<file path="config.mk">
export PLATFORM = sky130hd
export DESIGN_NAME = vga_scan_ctrl_flat
export DESIGN_NICKNAME = d
export VERILOG_FILES = /design/src/rtl/vga_scan_if.sv /design/src/rtl/vga_scan_ctrl.sv /design/src/flat_wrapper.sv
export SDC_FILE = /design/constraint.sdc
export NUM_CORES = 1
export LEC_CHECK = 0
export CELL_PAD_IN_SITES_DETAIL_PLACEMENT = 1
export CELL_PAD_IN_SITES_GLOBAL_PLACEMENT = 1
export CORE_MARGIN = 4
export CORE_UTILIZATION = 41
export DETAILED_ROUTE_END_ITERATION = 16
export GPL_ROUTABILITY_DRIVEN = 0
export PLACE_DENSITY = 0.9
export SLEW_MARGIN = 15
export SYNTH_ARGS = -nofsm -noshare
export SYNTH_HDL_FRONTEND = slang
export SYNTH_SLANG_ARGS = --single-unit
</file>
<file path="constraint.sdc">
create_clock -name clk -period 7.87 [get_ports clk]
set_input_delay 1.574 -clock clk [delete_from_list [all_inputs] [get_ports clk]]
set_output_delay 1.574 -clock clk [all_outputs]
set_load 0.005 [all_outputs]
</file>
<file path="src/rtl/vga_scan_if.sv">
// rtl/vga_scan_if.sv - framebuffer, palette and VGA pin bundle for the scan-out stage
interface vga_scan_if #(
    parameter int ADDR_W = 19
);
    logic [ADDR_W-1:0] fb_addr;
    logic              fb_ren;
    logic [7:0]        fb_data;
    logic [7:0]        pal_addr;
    logic [11:0]       pal_color;
    logic [3:0]        vga_r;
    logic [3:0]        vga_g;
    logic [3:0]        vga_b;
    logic              vga_hsync;
    logic              vga_vsync;
    logic              frame_start;
    logic              in_vblank;

    modport master (
        output fb_addr, fb_ren, pal_addr,
        output vga_r, vga_g, vga_b, vga_hsync, vga_vsync,
        output frame_start, in_vblank,
        input  fb_data, pal_color
    );

    modport slave (
        input  fb_addr, fb_ren, pal_addr,
        input  vga_r, vga_g, vga_b, vga_hsync, vga_vsync,
        input  frame_start, in_vblank,
        output fb_data, pal_color
    );
endinterface

</file>
<file path="src/rtl/vga_scan_ctrl.sv">
// rtl/vga_scan_ctrl.sv - VGA timing counters with a 2-tick fetch/palette/pin pipeline
module vga_scan_ctrl #(
    parameter int H_ACTIVE = 640,
    parameter int H_FP     = 16,
    parameter int H_SYNC   = 96,
    parameter int H_BP     = 48,
    parameter int V_ACTIVE = 480,
    parameter int V_FP     = 10,
    parameter int V_SYNC   = 2,
    parameter int V_BP     = 33,
    parameter int CLK_DIV  = 4,
    parameter bit SYNC_POL = 1'b0,
    parameter int ADDR_W   = 19
) (
    input  logic      clk,
    input  logic      rst,
    vga_scan_if.master bus
);
    localparam int H_TOTAL = H_ACTIVE + H_FP + H_SYNC + H_BP;
    localparam int V_TOTAL = V_ACTIVE + V_FP + V_SYNC + V_BP;
    localparam int HW      = $clog2(H_TOTAL);
    localparam int VW      = $clog2(V_TOTAL);
    localparam int DW      = (CLK_DIV > 1) ? $clog2(CLK_DIV) : 1;

    localparam logic [HW-1:0] H_LAST  = HW'(H_TOTAL - 1);
    localparam logic [HW-1:0] H_ACT_L = HW'(H_ACTIVE);
    localparam logic [HW-1:0] HS_BEG  = HW'(H_ACTIVE + H_FP);
    localparam logic [HW-1:0] HS_END  = HW'(H_ACTIVE + H_FP + H_SYNC);
    localparam logic [VW-1:0] V_LAST  = VW'(V_TOTAL - 1);
    localparam logic [VW-1:0] V_ACT_L = VW'(V_ACTIVE);
    localparam logic [VW-1:0] VS_BEG  = VW'(V_ACTIVE + V_FP);
    localparam logic [VW-1:0] VS_END  = VW'(V_ACTIVE + V_FP + V_SYNC);
    localparam logic [DW-1:0] DIV_LAST = DW'(CLK_DIV - 1);
    localparam logic [31:0]   H_ACT_32 = 32'(H_ACTIVE);

    logic [DW-1:0] div_cnt;
    logic [HW-1:0] h_cnt;
    logic [VW-1:0] v_cnt;
    logic          pix_en;
    logic          h_wrap;
    logic          v_wrap;

    logic          active0;
    logic          hs0;
    logic          vs0;
    logic [31:0]   addr_full;

    logic [7:0]    idx_reg;
    logic          active1;
    logic          hs1;
    logic          vs1;
    logic [11:0]   rgb_q;
    logic          hsync_q;
    logic          vsync_q;
    logic          frame_q;

    assign pix_en = (div_cnt == DIV_LAST);
    assign h_wrap = (h_cnt == H_LAST);
    assign v_wrap = (v_cnt == V_LAST);

    always_ff @(posedge clk or posedge rst) begin
        if (rst) begin
            div_cnt <= '0;
            h_cnt   <= '0;
            v_cnt   <= '0;
        end else begin
            div_cnt <= pix_en ? '0 : div_cnt + 1'b1;
            if (pix_en) begin
                if (h_wrap) begin
                    h_cnt <= '0;
                    v_cnt <= v_wrap ? '0 : v_cnt + 1'b1;
                end else begin
                    h_cnt <= h_cnt + 1'b1;
                end
            end
        end
    end

    // Stage 0: address and sync decode straight from the counters
    assign active0   = (h_cnt < H_ACT_L) && (v_cnt < V_ACT_L);
    assign hs0       = (h_cnt >= HS_BEG) && (h_cnt < HS_END);
    assign vs0       = (v_cnt >= VS_BEG) && (v_cnt < VS_END);
    assign addr_full = 32'(v_cnt) * H_ACT_32 + 32'(h_cnt);

    assign bus.fb_addr   = active0 ? addr_full[ADDR_W-1:0] : '0;
    assign bus.fb_ren    = active0;
    assign bus.in_vblank = (v_cnt >= V_ACT_L);

    // Stages 1 and 2: sync bits travel alongside the pixel so the pins stay aligned
    always_ff @(posedge clk or posedge rst) begin
        if (rst) begin
            idx_reg <= '0;
            active1 <= 1'b0;
            hs1     <= 1'b0;
            vs1     <= 1'b0;
            rgb_q   <= '0;
            hsync_q <= ~SYNC_POL;
            vsync_q <= ~SYNC_POL;
            frame_q <= 1'b0;
        end else begin
            frame_q <= pix_en && h_wrap && v_wrap;
            if (pix_en) begin
                idx_reg <= bus.fb_data;
                active1 <= active0;
                hs1     <= hs0;
                vs1     <= vs0;
                rgb_q   <= active1 ? bus.pal_color : 12'h000;
                hsync_q <= hs1 ? SYNC_POL : ~SYNC_POL;
                vsync_q <= vs1 ? SYNC_POL : ~SYNC_POL;
            end
        end
    end

    assign bus.pal_addr    = idx_reg;
    assign bus.vga_r       = rgb_q[11:8];
    assign bus.vga_g       = rgb_q[7:4];
    assign bus.vga_b       = rgb_q[3:0];
    assign bus.vga_hsync   = hsync_q;
    assign bus.vga_vsync   = vsync_q;
    assign bus.frame_start = frame_q;
endmodule

</file>
<file path="src/flat_wrapper.sv">
// flat-port wrapper written by rule: the top's interface ports become plain ports
module vga_scan_ctrl_flat 
#(
    parameter int H_ACTIVE = 640,
    parameter int H_FP     = 16,
    parameter int H_SYNC   = 96,
    parameter int H_BP     = 48,
    parameter int V_ACTIVE = 480,
    parameter int V_FP     = 10,
    parameter int V_SYNC   = 2,
    parameter int V_BP     = 33,
    parameter int CLK_DIV  = 4,
    parameter bit SYNC_POL = 1'b0,
    parameter int ADDR_W   = 19
)
  (clk, rst, bus_fb_addr, bus_fb_ren, bus_pal_addr, bus_vga_r, bus_vga_g, bus_vga_b, bus_vga_hsync, bus_vga_vsync, bus_frame_start, bus_in_vblank, bus_fb_data, bus_pal_color);
  vga_scan_if #(.ADDR_W(ADDR_W)) bus_i ();
  input  logic clk;
  input  logic rst;
  output wire logic [$bits(bus_i.fb_addr)-1:0] bus_fb_addr;
  output wire logic [$bits(bus_i.fb_ren)-1:0] bus_fb_ren;
  output wire logic [$bits(bus_i.pal_addr)-1:0] bus_pal_addr;
  output wire logic [$bits(bus_i.vga_r)-1:0] bus_vga_r;
  output wire logic [$bits(bus_i.vga_g)-1:0] bus_vga_g;
  output wire logic [$bits(bus_i.vga_b)-1:0] bus_vga_b;
  output wire logic [$bits(bus_i.vga_hsync)-1:0] bus_vga_hsync;
  output wire logic [$bits(bus_i.vga_vsync)-1:0] bus_vga_vsync;
  output wire logic [$bits(bus_i.frame_start)-1:0] bus_frame_start;
  output wire logic [$bits(bus_i.in_vblank)-1:0] bus_in_vblank;
  input wire logic [$bits(bus_i.fb_data)-1:0] bus_fb_data;
  input wire logic [$bits(bus_i.pal_color)-1:0] bus_pal_color;
  assign bus_fb_addr = bus_i.fb_addr;
  assign bus_fb_ren = bus_i.fb_ren;
  assign bus_pal_addr = bus_i.pal_addr;
  assign bus_vga_r = bus_i.vga_r;
  assign bus_vga_g = bus_i.vga_g;
  assign bus_vga_b = bus_i.vga_b;
  assign bus_vga_hsync = bus_i.vga_hsync;
  assign bus_vga_vsync = bus_i.vga_vsync;
  assign bus_frame_start = bus_i.frame_start;
  assign bus_in_vblank = bus_i.in_vblank;
  assign bus_i.fb_data = bus_fb_data;
  assign bus_i.pal_color = bus_pal_color;
  vga_scan_ctrl #(.H_ACTIVE(H_ACTIVE), .H_FP(H_FP), .H_SYNC(H_SYNC), .H_BP(H_BP), .V_ACTIVE(V_ACTIVE), .V_FP(V_FP), .V_SYNC(V_SYNC), .V_BP(V_BP), .CLK_DIV(CLK_DIV), .SYNC_POL(SYNC_POL), .ADDR_W(ADDR_W)) u_core (.clk(clk), .rst(rst), .bus(bus_i));
endmodule
</file>
### After elaboration in Yosys (flattened, before gate mapping)

Index checks and enable logic that the tools add are counted.

* logic and storage cells: 39
* output and inout port bits: 44
* register bits after elaboration: 48

* $add $sub $neg: 4
* equal/unequal tests: 3
* mux-type cells: 7
* multiply operators: 1
* reductions and logical operators: 6
* order comparisons: 7

Operators by type and width (number)
* 10-bit by 1-bit adder with 10-bit output, second input constant: 2
* 10-bit equality test, second input constant: 2
* 10-bit by 9-bit greater-or-equal comparator with 1-bit output, second input constant: 2
* 10-bit < comparator, second input constant: 2
* 10-bit by 9-bit < comparator with 1-bit output, second input constant: 2
* 10-bit 2-to-1 mux: 2
* 19-bit by 10-bit adder with 19-bit output: 1
* 19-bit 2-to-1 mux: 1
* 10-bit by 3-bit multiplier with 12-bit output, second input constant: 1
* 12-bit 2-to-1 mux: 1
* 10-bit greater-or-equal comparator, second input constant: 1
* 1-bit logical AND: 5
* 2-bit by 1-bit adder with 2-bit output, second input constant: 1
* 2-bit equality test, second input constant: 1
* 1-bit 2-to-1 mux: 2
* 2-bit 2-to-1 mux: 1
* 2-bit AND reduction: 1

### Longest topological paths before layout

* depth after elaboration: 3
* mapped depth: 9

### Least setup slack after synthesis

OpenSTA, ideal clock, no wires.

* kind: register to output
* start point: register u_core.v_cnt[1]
* end point: output port bus_fb_addr[18]
* path slack: 3.265 ns
* stages on the path, launching flop included: 9
* arrival time: 3.031 ns
* required time: 6.296 ns
* cell sequence: dfrtp_1 -> ha_1 -> ha_1 -> fa_1 -> nand2_1 -> or3b_1 -> or4_4 -> or4_1 -> a21oi_1

* longest elaborated chain between the ends: 3
* elaborated cells between the ends (all ways): 5

RTL lines
* start: declaration: RTL line vga_scan_ctrl.sv:38 `logic [VW-1:0] v_cnt;`
* start signal: assignment: RTL line vga_scan_ctrl.sv:71 `v_cnt <= v_wrap ? '0 : v_cnt + 1'b1;`
* 10-bit by 3-bit multiplier with 12-bit output / 10-bit by 9-bit < comparator with 1-bit output (equally long branches): RTL line vga_scan_ctrl.sv:83, vga_scan_ctrl.sv:80
* 19-bit by 10-bit adder with 19-bit output / 1-bit logical AND (equally long branches): RTL line vga_scan_ctrl.sv:83, vga_scan_ctrl.sv:80
* 19-bit 2-to-1 mux *: RTL line vga_scan_ctrl.sv:85 `assign bus.fb_addr = active0 ? addr_full[ADDR_W-1:0] : '0;`
* end: declaration: RTL line flat_wrapper.sv:20 `output wire logic [$bits(bus_i.fb_addr)-1:0] bus_fb_addr;`

Every way passes the cells marked *; elsewhere a longest branch is shown, timed or not.

### Worst setup path after layout

Same ends and word-level chain as after synthesis.

==> results.py <==
metrics = {
    "routing": {
        "drtPass1Iterations": 4,
        "drc": 0,
        "ant_nets": 0,
        "drt_iter0_markers": 85,
        "totalWireLength_mm": 7.48,
        "vias": 2351,
        "wl_per_cell_um": 17.0,
        "via_per_inst": 5.34,
    },
    "finish": {
        "drive_above_1_share": 0.0833,
        "final-seq-area_mm2": 0.00120,
        "area_delta_synth_final_pct": 28.9,
        "final_area_mm2": 0.00365,
        "nFillCells": 743,
        "n_antenna_cell": 0,
        "final_nets": 407,
        "fin_cells": 440,
        "multi_input_area_mm2": 0.00150,
    },
    "synth": {
        "synth-warning-count": 0,
        "synth_compound_gate_area_share": 0.116,
        "syn_area_mm2": 0.00283,
        "async_flop_share": 1.00,
        "synthCells": 294,
        "synthSimpleGateAreaFrac": 0.179,
        "yosys.area.top_type_share": 0.407,
        "syn_avg_cell_area_um2": 9.62,
        "synth-edff-count": 0,
        "synthXorXnorAreaFrac": 0.0712,
        "muxShareOfSynthArea": 0.0438,
        "yosysTopAreaCell": "dfrtp_1",
        "synth.distinct_cells": 47,
        "synth_area_leaders": "dfrtp_1, ha_1, o21ai_0",
        "synth_fa_ha_area_frac": 0.120,
        "synth-seq-area-share": 0.425,
        "synth-seq-cells": 48,
        "synth_top_family_by_area": "simple AND/OR/NAND/NOR gates",
        "ys.flop_type": "dfrtp_1",
        "synth_nets": 342,
    },
    "power_and_ir_drop": {
        "p_comb_frac": 0.070,
        "internal-power_mw": 0.343,
        "pwr-share-clk": 0.359,
        "swShare": 0.230,
        "finalPower_mw": 0.446,
        "vdd_drop_max_v": 0.0000594,
        "p_switching_mw": 0.103,
        "power_density_mw_per_mm2": 122,
        "p_leak_nw": 1.67,
        "seqPwrFrac": 0.571,
    },
    "sta": {
        "finalCriticalPeriod_ns": 5.64,
        "period_share": 0.717,
        "worst_pin_slew_ns": 1.00,
        "rsz0062_at_grt": "no",
        "clock_skew_ns": 0.00827,
        "hold_viol": 0,
        "timing.final.ws_setup_ns": 2.23,
        "slew_headroom": 0.331,
        "maxSlewViolCount": 0,
        "final.setup.tns_ns": 0,
        "setup_viol": 0,
        "fmax_mhz": 177,
    },
    "setup_path": {
        "end_kind": "output pin",
        "required_ns": 6.30,
        "crit_fanout": 8,
        "cp.arrival_ns": 4.07,
        "rr_worst_depth": 6,
        "start_kind": "flop",
        "path_class": "reg -> out",
    },
    "cts": {
        "clkSinkCount": 48,
        "post_cts_buffers": 0,
        "ctsResizeCount": 0,
        "htreeDepth": 2,
        "clkLatencyLatePin_ns": 0.31,
        "clockBufferDepth": 2,
        "clk_pin_slew_worst_paths_ns": 0.09,
        "numCtsBuffers": 5,
        "clockRootBuffer": "clkbuf_8",
        "cts_hold_repair.buffers": 0,
        "cts_tree": "built",
    },
    "global_route": {
        "grt_max_degree": 49,
        "grt_pass1_wl_mm": 12.5,
        "antenna_found_initial": 0,
        "grt_pass1_vias": 2505,
        "track_usage": 0.187,
        "gr-total-overflow": 0,
    },
    "hold_path": {
        "hold_depth": 1,
        "hp-class": "reg -> reg",
    },
    "placed_design": {
        "io_buffers": 65,
        "pre_cts_ws_ns": 2.58,
        "dpl.hpwl_mm": 5.57,
        "dpl-instance-area_mm2": 0.00355,
        "dp.cells": 432,
    },
    "floorplanning": {
        "dieHeight_um": 91.1,
        "ioPinCount": 66,
        "rows": 30,
        "die_area_mm2": 0.00829,
        "core-area_mm2": 0.00676,
        "initial_utilization": 0.419,
        "die_w_um": 91.1,
    },
    "run_status": {
        "status": "complete, no violations",
    },
    "flow_run": {
        "cap_viol_max_count": 0,
    },
}
## worst max-delay path, stage by stage (launching register included)
cell and delay [ns]:
dfrtp_1 0.50, ha_1 0.35, ha_1 0.24, fa_1 0.55
nand2_1 0.09, or3b_1 0.43, or4_4 0.46, or4_1 0.48
a21oi_1 0.14, clkdlybuf4s50_1 0.54
## layout by cell type, fill, tap and decap left out, types with 2 or more instances in the layout
cell type,netlist,final
nor2_1,24,24
fa_1,2,2
nand4_1,6,6
xnor2_1,15,15
dfrtp_1,46,46
clkinvlp_4,0,2
o31ai_1,2,2
and3_1,9,9
ha_1,24,24
and2_1,4,4
dfstp_2,2,2
inv_1,23,22
or4_1,2,2
clkbuf_8,0,6
clkdlybuf4s50_1,0,65
nor3_1,3,3
nand4b_1,2,2
o21ai_0,27,27
or3_1,2,2
nand2b_1,2,2
mux2_2,11,11
a21oi_1,13,13
a21o_1,3,3
and3_2,2,2
xor2_1,8,8
o21bai_1,2,2
nand3_1,5,5
nand2_1,29,29
## state kept, by name (all words and copies together), names as in the netlist
signal and flops:
u_core.hs1 1, u_core.bus.pal_addr 8, u_core.h_cnt 10, u_core.rgb_q 12
u_core.active1 1, u_core.vs1 1, u_core.bus.vga_vsync 1, u_core.div_cnt 2
u_core.bus.frame_start 1, u_core.bus.vga_hsync 1, u_core.v_cnt 10
## per-layer routing
layer,global-route usage,wire (µm),vias to the layer above
met5,0,0,-
met3,0.0406,296,10
li1,-,-,1138
met4,0.0540,116,0
met1,0.230,3310,1148
met2,0.327,3760,55
## cell families after synthesis
logic type	after synthesis
adders and majority gates	26
xor gates and xnor gates	23
buffers and inverters	31
and+or+nand+nor	99
AOI/OAI and AO/OA	56
DFF	48
muxes	11
## power by group through the flow
stage               logic [mW]  clock network [mW]  registers (mW)
global placement        0.0308                   0           0.259
global route            0.0342               0.172           0.255
floorplan              0.00743                   0           0.260
detailed placement      0.0318                   0           0.260
finish                  0.0311               0.160           0.255
CTS                     0.0321               0.164           0.255
## stage by stage
stage                     utilization  hold slack, ns
after floorplan                     -           0.387
after global placement          0.525           0.399
after detailed placement        0.525           0.421
after CTS                       0.540           0.437
after global routing            0.540           0.444
final                           0.540           0.432
## worst paths after layout
kind / startpoint / to / slack, ns
min in group asynchronous: rst / u_core.bus.pal_addr[3]$_DFFE_PP0P_ / 1.81
max reg2reg: u_core.h_cnt[0]$_DFFE_PP0P_ / u_core.v_cnt[9]$_DFFE_PP0P_ / 5.05
max: u_core.v_cnt[1]$_DFFE_PP0P_ / bus_fb_addr[18] / 2.23
max in group asynchronous: rst / u_core.v_cnt[3]$_DFFE_PP0P_ / 5.43
min: u_core.hs1$_DFFE_PP0P_ / u_core.bus.vga_hsync$_DFFE_PP1P_ / 0.43
min reg2reg: u_core.hs1$_DFFE_PP0P_ / u_core.bus.vga_hsync$_DFFE_PP1P_ / 0.43
## cell usage after synthesis (5+ instances only)
| master | instances |
|---|---|
| dfrtp_1 | 46 |
| nand2_1 | 29 |
| o21ai_0 | 27 |
| ha_1 | 24 |
| nor2_1 | 24 |
| inv_1 | 23 |
| xnor2_1 | 15 |
| a21oi_1 | 13 |
| mux2_2 | 11 |
| and3_1 | 9 |
| xor2_1 | 8 |
| nand4_1 | 6 |
| clkbuf_1 | 5 |
| nand3_1 | 5 |
## cell type report
type | count | share of cell area
inverter | 23 | 0.0237
tap | 80 | 0.0275
clock inverter | 2 | 0.00412
clock buffer | 6 | 0.0226
multi-input combinational | 215 | 0.411
sequential | 48 | 0.330
timing repair buffer | 66 | 0.181
Power figures use the tool's default switching activity.
